**config.mk**
```make
export PLATFORM = sky130hd
export DESIGN_NAME = mac_stream_sequencer
export DESIGN_NICKNAME = d
export VERILOG_FILES = /design/src/rtl/mac_stream_sequencer.sv
export SDC_FILE = /design/constraint.sdc
export NUM_CORES = 1
export LEC_CHECK = 0
export BUFFER_PORTS_ARGS = -buffer_cell sky130_fd_sc_hd__buf_2
export CORE_MARGIN = 2
export CORE_UTILIZATION = 47
export CTS_CLUSTER_DIAMETER = 40
export CTS_CLUSTER_SIZE = 25
export DETAILED_ROUTE_END_ITERATION = 6
export GPL_TIMING_DRIVEN = 0
export PLACE_DENSITY = 0.68
export SKIP_LAST_GASP = 1
export SYNTH_ARGS = -nofsm -noshare
export SYNTH_HDL_FRONTEND = slang
export SYNTH_SLANG_ARGS = --single-unit
```
**constraint.sdc**
```tcl
create_clock -name wb_clk_i -period 5.2 [get_ports wb_clk_i]
set_clock_uncertainty 0.05 [all_clocks]
set_input_delay 0.26 -clock wb_clk_i [delete_from_list [all_inputs] [get_ports wb_clk_i]]
set_output_delay 0.26 -clock wb_clk_i [all_outputs]
set_load 0.02 [all_outputs]
```
**src/rtl/mac_stream_sequencer.sv**
```systemverilog
// Streams LENGTH signed byte pairs out of the weight/data SRAMs and
// accumulates their products into a wrapping signed dot product.
module mac_stream_sequencer #(
  parameter int ACC_W  = 24,
  parameter int ADDR_W = 10
) (
  input  logic              wb_clk_i,
  input  logic              i_RST_N,
  input  logic              i_START,
  input  logic              i_CLEAR,
  input  logic [ADDR_W-1:0] i_BASE_WEIGHT_ADDR,
  input  logic [ADDR_W-1:0] i_BASE_DATA_ADDR,
  input  logic [ADDR_W:0]   i_LENGTH,
  output logic              o_SELECT_WEIGHT_MEMORY,
  output logic              o_SELECT_DATA_MEMORY,
  output logic              o_WE_WEIGHT_MEMORY,
  output logic              o_WE_DATA_MEMORY,
  output logic [ADDR_W-1:0] o_WEIGHT_ADDRESS,
  output logic [ADDR_W-1:0] o_DATA_ADDRESS,
  output logic [7:0]        o_WEIGHT_INPUT,
  output logic [7:0]        o_DATA_INPUT,
  input  logic [7:0]        i_WEIGHT_OUT,
  input  logic [7:0]        i_DATA_OUT,
  output logic              o_BUSY,
  output logic              o_DONE,
  output logic [ACC_W-1:0]  o_RESULT
);

  typedef enum logic [1:0] {S_IDLE, S_FETCH, S_DRAIN, S_DONE} state_t;

  localparam logic [ADDR_W:0] MAX_LEN = {1'b1, {ADDR_W{1'b0}}};

  state_t            state_q, state_d;
  logic [ADDR_W:0]   cnt_q, cnt_d;
  logic              first_q, first_d;
  logic              sel_q, sel_d;
  logic              busy_q, busy_d;
  logic              done_q, done_d;
  logic [ADDR_W-1:0] waddr_q, waddr_d;
  logic [ADDR_W-1:0] daddr_q, daddr_d;
  logic [ACC_W-1:0]  acc_q, acc_d;
  logic [ACC_W-1:0]  result_q, result_d;

  logic [ADDR_W:0]   len_clamped;
  logic signed [15:0] prod;
  logic [ACC_W-1:0]  prod_ext;

  assign len_clamped = (i_LENGTH > MAX_LEN) ? MAX_LEN : i_LENGTH;
  assign prod        = $signed(i_WEIGHT_OUT) * $signed(i_DATA_OUT);
  assign prod_ext    = ACC_W'(prod);

  always_comb begin
    state_d  = state_q;
    cnt_d    = cnt_q;
    first_d  = first_q;
    sel_d    = sel_q;
    done_d   = 1'b0;
    waddr_d  = waddr_q;
    daddr_d  = daddr_q;
    acc_d    = acc_q;
    result_d = result_q;
    case (state_q)
      S_IDLE: begin
        if (i_START) begin
          acc_d = '0;
          if (len_clamped == '0) begin
            state_d  = S_DONE;
            done_d   = 1'b1;
            result_d = '0;
          end else begin
            state_d = S_FETCH;
            sel_d   = 1'b1;
            waddr_d = i_BASE_WEIGHT_ADDR;
            daddr_d = i_BASE_DATA_ADDR;
            cnt_d   = len_clamped;
            first_d = 1'b1;
          end
        end
      end
      S_FETCH: begin
        // Read data lags the address by one edge, so the first FETCH edge has nothing to add.
        if (!first_q) acc_d = acc_q + prod_ext;
        first_d = 1'b0;
        if (cnt_q == (ADDR_W+1)'(1)) begin
          state_d = S_DRAIN;
          sel_d   = 1'b0;
        end else begin
          cnt_d   = cnt_q - (ADDR_W+1)'(1);
          waddr_d = waddr_q + ADDR_W'(1);
          daddr_d = daddr_q + ADDR_W'(1);
        end
      end
      S_DRAIN: begin
        acc_d    = acc_q + prod_ext;
        result_d = acc_q + prod_ext;
        done_d   = 1'b1;
        state_d  = S_DONE;
      end
      default: state_d = S_IDLE;
    endcase
    // Abort overrides everything, but the last reported result survives.
    if (i_CLEAR) begin
      state_d  = S_IDLE;
      sel_d    = 1'b0;
      acc_d    = '0;
      done_d   = 1'b0;
      first_d  = 1'b0;
      result_d = result_q;
    end
    busy_d = (state_d == S_FETCH) || (state_d == S_DRAIN);
  end

  always_ff @(posedge wb_clk_i or negedge i_RST_N) begin
    if (!i_RST_N) begin
      state_q  <= S_IDLE;
      cnt_q    <= '0;
      first_q  <= 1'b0;
      sel_q    <= 1'b0;
      busy_q   <= 1'b0;
      done_q   <= 1'b0;
      waddr_q  <= '0;
      daddr_q  <= '0;
      acc_q    <= '0;
      result_q <= '0;
    end else begin
      state_q  <= state_d;
      cnt_q    <= cnt_d;
      first_q  <= first_d;
      sel_q    <= sel_d;
      busy_q   <= busy_d;
      done_q   <= done_d;
      waddr_q  <= waddr_d;
      daddr_q  <= daddr_d;
      acc_q    <= acc_d;
      result_q <= result_d;
    end
  end

  assign o_SELECT_WEIGHT_MEMORY = sel_q;
  assign o_SELECT_DATA_MEMORY   = sel_q;
  assign o_WE_WEIGHT_MEMORY     = 1'b0;
  assign o_WE_DATA_MEMORY       = 1'b0;
  assign o_WEIGHT_ADDRESS       = waddr_q;
  assign o_DATA_ADDRESS         = daddr_q;
  assign o_WEIGHT_INPUT         = 8'h00;
  assign o_DATA_INPUT           = 8'h00;
  assign o_BUSY                 = busy_q;
  assign o_DONE                 = done_q;
  assign o_RESULT               = result_q;

endmodule

```
==> results_dict.tcl, run 1 <==
set metrics [dict create \
    outcome "finished with violations" \
    violations "setup timing" \
    min_period_over_period_pct 105.7 \
    synth.area.mux_share_pct 0.4066 \
    totalWireLength_mm 17.59 \
    max_freq_mhz 181.9 \
    rr_endpoint "o_RESULT[22]" \
    gr-total-overflow 0 \
    via_per_inst 5.276 \
    initial_utilization_pct 48.25 \
    ys_seq_area_share_pct 27.65 \
    chipHeight_um 131.9 \
    dpl_cell_area_um2 8723 \
    synth-seq-cells 85 \
    grt_first_pass_wirelength_mm 29.55 \
    synthXorXnorAreaFrac_pct 4.196 \
    cts_buffer_depth 2 \
    mostFrequentLayoutCell "inv_1" \
    synthFlopType "dfrtp_1" \
    n_antenna_cell 0 \
    clock_sinks 85 \
    num-fill-cells 1429 \
    crit_start "i_DATA_OUT[2]" \
    worstHoldEndpoint "cnt_q[7]" \
    grt_pass1_vias 6064 \
    layout-drive-gt1-share_pct 24.82 \
    ir_drop_v 0.0003864 \
    fin_setup_tns_ps -3272 \
    synth_edf_count 0 \
    syn_to_final_growth_pct 23.13 \
    synth.distinct_cells 63 \
    r2r_cells 11 \
    final_util_pct 59.41 \
    reg2reg_slack_ps 2520 \
    holdPathStages 3 \
    wire_per_inst_um 14.48 \
    cp.required_ps 5370 \
    syn_inst 844 \
    die_area_um2 17410 \
    stdcell_count 1215 \
    power_density_nw_per_um2 645.0 \
    crit_fanout 3 \
    grt_usage_pct 20.21 \
    startpoint_type "input pin" \
    grt_max_degree 61 \
    async_flop_share_pct 100.0 \
    path_class "in -> reg" \
    cp.arrival_ps 5670 \
    total_power_mw 6.110 \
    drt_iter0_drc 364 \
    post-dp-hpwl_mm 13.41 \
    finalSetupViolCount 18 \
    synth_warnings 0 \
    worstHoldStart "i_LENGTH[7]" \
    core.rowCount 46 \
    worst_hold_slack_ps 137.8 \
    finalInstanceArea_um2 9472 \
    synth_top_family_by_area "adder cells" \
    antenna_found_initial 0 \
    hp-class "in -> reg" \
    syn_area_per_cell_um2 9.114 \
    synth_fa_ha_area_share_pct 24.33 \
    leakage_nw 4.584 \
    place_congestion 0.8611 \
    synth-simple-area-share_pct 15.60 \
    place_ws_ps -707.1 \
    finalWorstSetupSlack_ps -298.6 \
    portBuffers 96 \
    maxCapViolations 0 \
    pin_count 117 \
    worstSkewPairLatency_ps 340 \
    route.detailed.drc 0 \
    htree_levels 3 \
    slew_viol_final 0 \
    die_w_um 131.9 \
    mostFrequentLayoutCells "inv_1, buf_2, dfrtp_1" \
    path_clk_slew_ps 70 \
    r2r_start "acc_q[0]" \
    hold_viol 0 \
    slew_headroom_pct 51.25 \
    dpl.cell_count 1174 \
    cts_tree "built" \
    final_nets 1161 \
    cts_root_buffer "clkbuf_16" \
    finalCriticalPeriod_ps 5499 \
    fp.coreArea_um2 15940 \
    drtPass1Iterations 7 \
    drtAntennaViolNets 0 \
    vias 6410 \
    worstMarginPinSlew_ps 729.7 \
    syn_area_um2 7692 \
    synth_compound_area_share_pct 19.34 \
    setup.worst_path.end_class "flop" \
    cts_buffers 9 \
    grt_setup_unrepaired "true" \
]
[worst max-delay path: stages]
cell and delay [ps]:
buf_12 100, and2_4 150, fa_1 540, inv_2 40, fa_1 480, inv_2 40
fa_1 520, inv_1 40, fa_1 490, inv_2 50, ha_4 220, a21oi_4 150
o21bai_1 100, a21oi_2 140, o21bai_1 100, a21oi_2 180, xnor2_1 100, ha_1 330
buf_4 140, o21ai_4 50, a211o_1 300, a211o_1 280, a21oi_2 230, o21ai_2 110
a21oi_2 170, o21ai_2 80, a32o_1 260
[logic make-up after synthesis]
family | after synthesis
AOI/OAI and AO/OA | 224
xor gates and xnor gates | 36
adders and majority gates | 116
buffers and inverters | 148
DFF | 85
muxes | 3
other | 1
and+or+nand+nor | 231
[report_power, final]
| group | internal, mW | leakage, nW | switching [mW] |
|---|---|---|---|
| Combinational | 2.13 | 3.34 | 2.47 |
| Clock | 0.340 | 0.135 | 0.275 |
| Sequential | 0.775 | 1.11 | 0.116 |
[cells in the mapped netlist (3+ instances only)]
library cell	number	area share, %
dfrtp_1	85	28
nor2b_1	11	0.89
o21a_1	5	0.49
clkbuf_1	16	0.78
buf_4	21	2.0
inv_1	105	5.1
a21oi_1	49	3.2
a211oi_1	9	0.88
and3_1	16	1.3
a21o_1	10	0.98
xor2_1	7	0.80
o21ai_1	7	0.46
o22ai_1	19	1.5
nand2b_1	3	0.24
nand3_1	27	1.8
nor4b_1	3	0.34
ha_1	60	9.8
buf_2	5	0.33
and2_1	46	3.7
nor2_1	28	1.4
o211ai_1	3	0.29
o21bai_1	6	0.59
fa_1	56	15
a21oi_2	5	0.57
nand2_1	61	3.0
o21ai_0	50	3.3
a22oi_1	5	0.49
nor3_1	16	1.0
or3_1	6	0.49
xnor2_1	28	3.2
a22o_1	35	4.0
[final cells by class]
type	count	area (um2)	area share (%)
Multi-Input combinational cell	628	5345	56.43
Sequential cell	85	2127	22.46
Timing Repair Buffer	122	795.8	8.402
Inverter	105	394.1	4.161
Tap cell	216	270.3	2.853
Buffer	43	254.0	2.682
Clock buffer	10	239.0	2.523
Clock inverter	6	46.29	0.4888
[registers in the layout, indices dropped and copies added (netlist names)]
signal,cells
acc_q,24
o_RESULT,24
cnt_q,11
o_DATA_ADDRESS,10
o_WEIGHT_ADDRESS,10
state_q,2
first_q,1
o_BUSY,1
o_DONE,1
o_SELECT_DATA_MEMORY,1
[timing repair]
item,CTS,global route
gates cloned,0,0
endpoints found under the hold margin,25,0
hold buffers,1,0
pin swaps,43,40
setup buffers,14,10
gates resized for setup,41,27
setup endpoints to repair,18,22
[routing by layer]
metal	track usage, %	up-vias	wire length (um)
li1	-	3163	-
met1	29.65	3073	8640
met2	31.83	159	8118
met3	2.614	15	671
met4	4.831	0	158
met5	0	-	0
[how the worst max path moves through the flow]
stage	to	slack, ps	cells past startpoint
4_1_cts	o_RESULT[22]	-200	26
2_1_floorplan	o_RESULT[22]	-130	25
6_report	o_RESULT[22]	-300	27
5_1_grt	acc_q[21]	-570	27
3_3_place_gp	acc_q[18]	-680	26
3_5_place_dp	acc_q[22]	-710	26
(Power assumes the default switching activity.)
==> run 2: changes to the inputs <==
--- a/config.mk
+++ b/config.mk
@@ -13,6 +13,7 @@
 export DETAILED_ROUTE_END_ITERATION = 6
 export GPL_TIMING_DRIVEN = 0
 export PLACE_DENSITY = 0.68
+export REMOVE_ABC_BUFFERS = 1
 export SKIP_LAST_GASP = 1
 export SYNTH_ARGS = -nofsm -noshare
 export SYNTH_HDL_FRONTEND = slang
==> run 2 against run 1 <==
Effect of this change:
- the run still ends with setup timing left
- final area fell by 0.33%
- via count fell by 3.9%
- combinational power grew 3%
- sequential share of layout area grew 0.074 points
- count of clock-buffer cells in the layout fell by 1
- global-route usage decreased by 0.53 points
- highest routed layer unchanged
- die area unchanged
==> results_dict.tcl, run 2 (synthesis gave the netlist of run 1 again) <==
set metrics [dict create \
    vias 6162 \
    p_seq_share_pct 14.2 \
    post-dp-hpwl_mm 12.49 \
    startpoint_type "input pin" \
    num-fill-cells 1409 \
    slew_viol_final 0 \
    antenna_found_initial 0 \
    total_power_mw 6.298 \
    portBuffers 98 \
    intPower_mw 3.392 \
    power_density_nw_per_um2 667.2 \
    path_class "in -> reg" \
    mostFrequentLayoutCells "inv_1, dfrtp_1, buf_2" \
    die_area_um2 17410 \
    hold_viol 0 \
    core.rowCount 46 \
    totalWireLength_mm 17.15 \
    crit_start "i_DATA_OUT[2]" \
    ir_drop_v 0.0004062 \
    layout-drive-gt1-share_pct 25.70 \
    rr_endpoint "acc_q[22]" \
    wl_met3_um 465 \
    syn_to_final_growth_pct 22.72 \
    grt_pass1_vias 5812 \
    reg2reg_slack_ps 2200 \
    finalWorstSetupSlack_ps -147.1 \
    top_layer "met4" \
    r2r_cells 6 \
    clock_sinks 85 \
    switchingPower_mw 2.907 \
    outcome "finished with violations" \
    cts_root_buffer "clkbuf_16" \
    cts_buffers 9 \
    gr-total-overflow 0 \
    n_antenna_cell 0 \
    route.detailed.drc 0 \
    grt_first_pass_wirelength_mm 28.39 \
    leakage_nw 4.489 \
    crit_fanout 7 \
    chipHeight_um 131.9 \
    place_congestion 0.8973 \
    switching_share_pct 46.15 \
    setup.worst_path.end_class "flop" \
    grt_usage_pct 19.68 \
    worstHoldEndpoint "cnt_q[4]" \
    pin_count 117 \
    violations "setup timing" \
    die_w_um 131.9 \
    dpl.cell_count 1137 \
    fp.coreArea_um2 15940 \
    cts_tree "built" \
    holdPathStages 3 \
    slew_headroom_pct 33.38 \
    path_clk_slew_ps 60 \
    initial_utilization_pct 48.25 \
    drtAntennaViolNets 0 \
    cts_buffer_depth 2 \
    finalCriticalPeriod_ps 5347 \
    wl_met2_mm 8.082 \
    r2r_start "state_q[1]" \
    wire_per_inst_um 14.47 \
    worstMarginPinSlew_ps 999.3 \
    final_nets 1131 \
    grt_setup_unrepaired "true" \
    cp.arrival_ps 5530 \
    mostFrequentLayoutCell "inv_1" \
    grt_max_degree 50 \
    maxCapViolations 0 \
    min_period_over_period_pct 102.8 \
    stdcell_count 1185 \
    worstSkewPairLatency_ps 350 \
    drtPass1Iterations 5 \
    finalSetupViolCount 12 \
    hp-class "in -> reg" \
    max_freq_mhz 187.0 \
    worstHoldStart "i_LENGTH[4]" \
    p_clk_share_pct 10.5 \
    cp.required_ps 5380 \
    htree_levels 3 \
    drt_iter0_drc 345 \
    via_per_inst 5.200 \
    wl_met1_mm 8.319 \
    combPwrFrac_pct 75.3 \
]
-- run 2: changes by cell type in the layout (fill, tap and decap cells not counted), moves of 4 or more --
cell,delta
ha_4,+6
ha_1,-7
and2_4,+5
buf_8,+4
buf_2,-4
inv_1,-4
clkbuf_1,-16
buf_4,-15
and2_1,-6
-- run 2: metrics by stage --
step           TNS [ps]  instance area (um2)  hold slack [ps]  utilization, %  worst slack [ps]
2_1_floorplan     -7486                 7502           -85.59               -            -753.7
3_3_place_gp     -22040                 8263            405.3           51.83             -1407
3_5_place_dp     -22380                 8372            287.2           52.51             -1409
4_1_cts          -533.2                 9280            94.20           58.21            -88.34
5_1_grt           -6163                 9440            144.9           59.21            -453.4
6_report          -1380                 9440            107.4           59.21            -147.1
-- run 2: timing repair --
item / in CTS / in global routing
pin swaps: 60 / 36
resized for setup: 90 / 37
buffers inserted: 22 / 9
hold buffers: 1 / 0
endpoints found under the setup margin: 22 / 22
endpoints found under the hold margin: 48 / 0
-- run 2: worst max-delay path, stage by stage --
cell and delay (ps):
buf_12 110, and2_4 150, fa_1 540, inv_2 50, fa_1 510, inv_2 40, fa_1 470, inv_1 50
fa_1 490, inv_2 50, ha_4 220, a21oi_4 130, o21bai_1 80, a21oi_2 170, o21bai_1 100, a21oi_2 190
xnor2_1 100, ha_1 380, o21ai_2 90, a211o_1 260, a211o_1 280, a21oi_2 230, o21ai_2 100, a21oi_2 170
o21ai_2 70, a32o_1 250
-- run 2: worst max path at each step --
stage / endpoint / slack (ps) / cells past startpoint
3_3_place_gp: o_RESULT[22] / -1410 / 22
3_5_place_dp: acc_q[22] / -1410 / 22
4_1_cts: o_RESULT[22] / -90 / 26
6_report: o_RESULT[22] / -150 / 26
5_1_grt: acc_q[21] / -450 / 26
2_1_floorplan: o_RESULT[22] / -750 / 21
-- run 2: power by group through the flow --
stage	clock, mW	sequential (mW)	combinational, mW
final	0.664	0.894	4.74
after global routing	0.705	0.912	5.24
after CTS	0.674	0.892	4.52
after detailed placement	0	0.894	3.44
after global placement	0	0.892	3.41
after floorplan	0	0.933	2.72
-- run 2: final cells by class --
cell class / count / area (um2) / share of cell area [%]
well taps: 216 / 270.3 / 2.863
flip-flops and latches: 85 / 2127 / 22.53
clock inverters: 7 / 75.07 / 0.7952
inverters: 105 / 396.6 / 4.201
repair buffers: 135 / 937.1 / 9.927
clock buffers: 9 / 225.2 / 2.386
multi-input cells: 628 / 5409 / 57.30
-- run 2: per-layer routing --
metal / vias up / global-route usage, %
li1: 3122 / -
met1: 2921 / 27.71
met2: 99 / 31.51
met3: 20 / 2.499
met4: 0 / 6.582
met5: - / 0
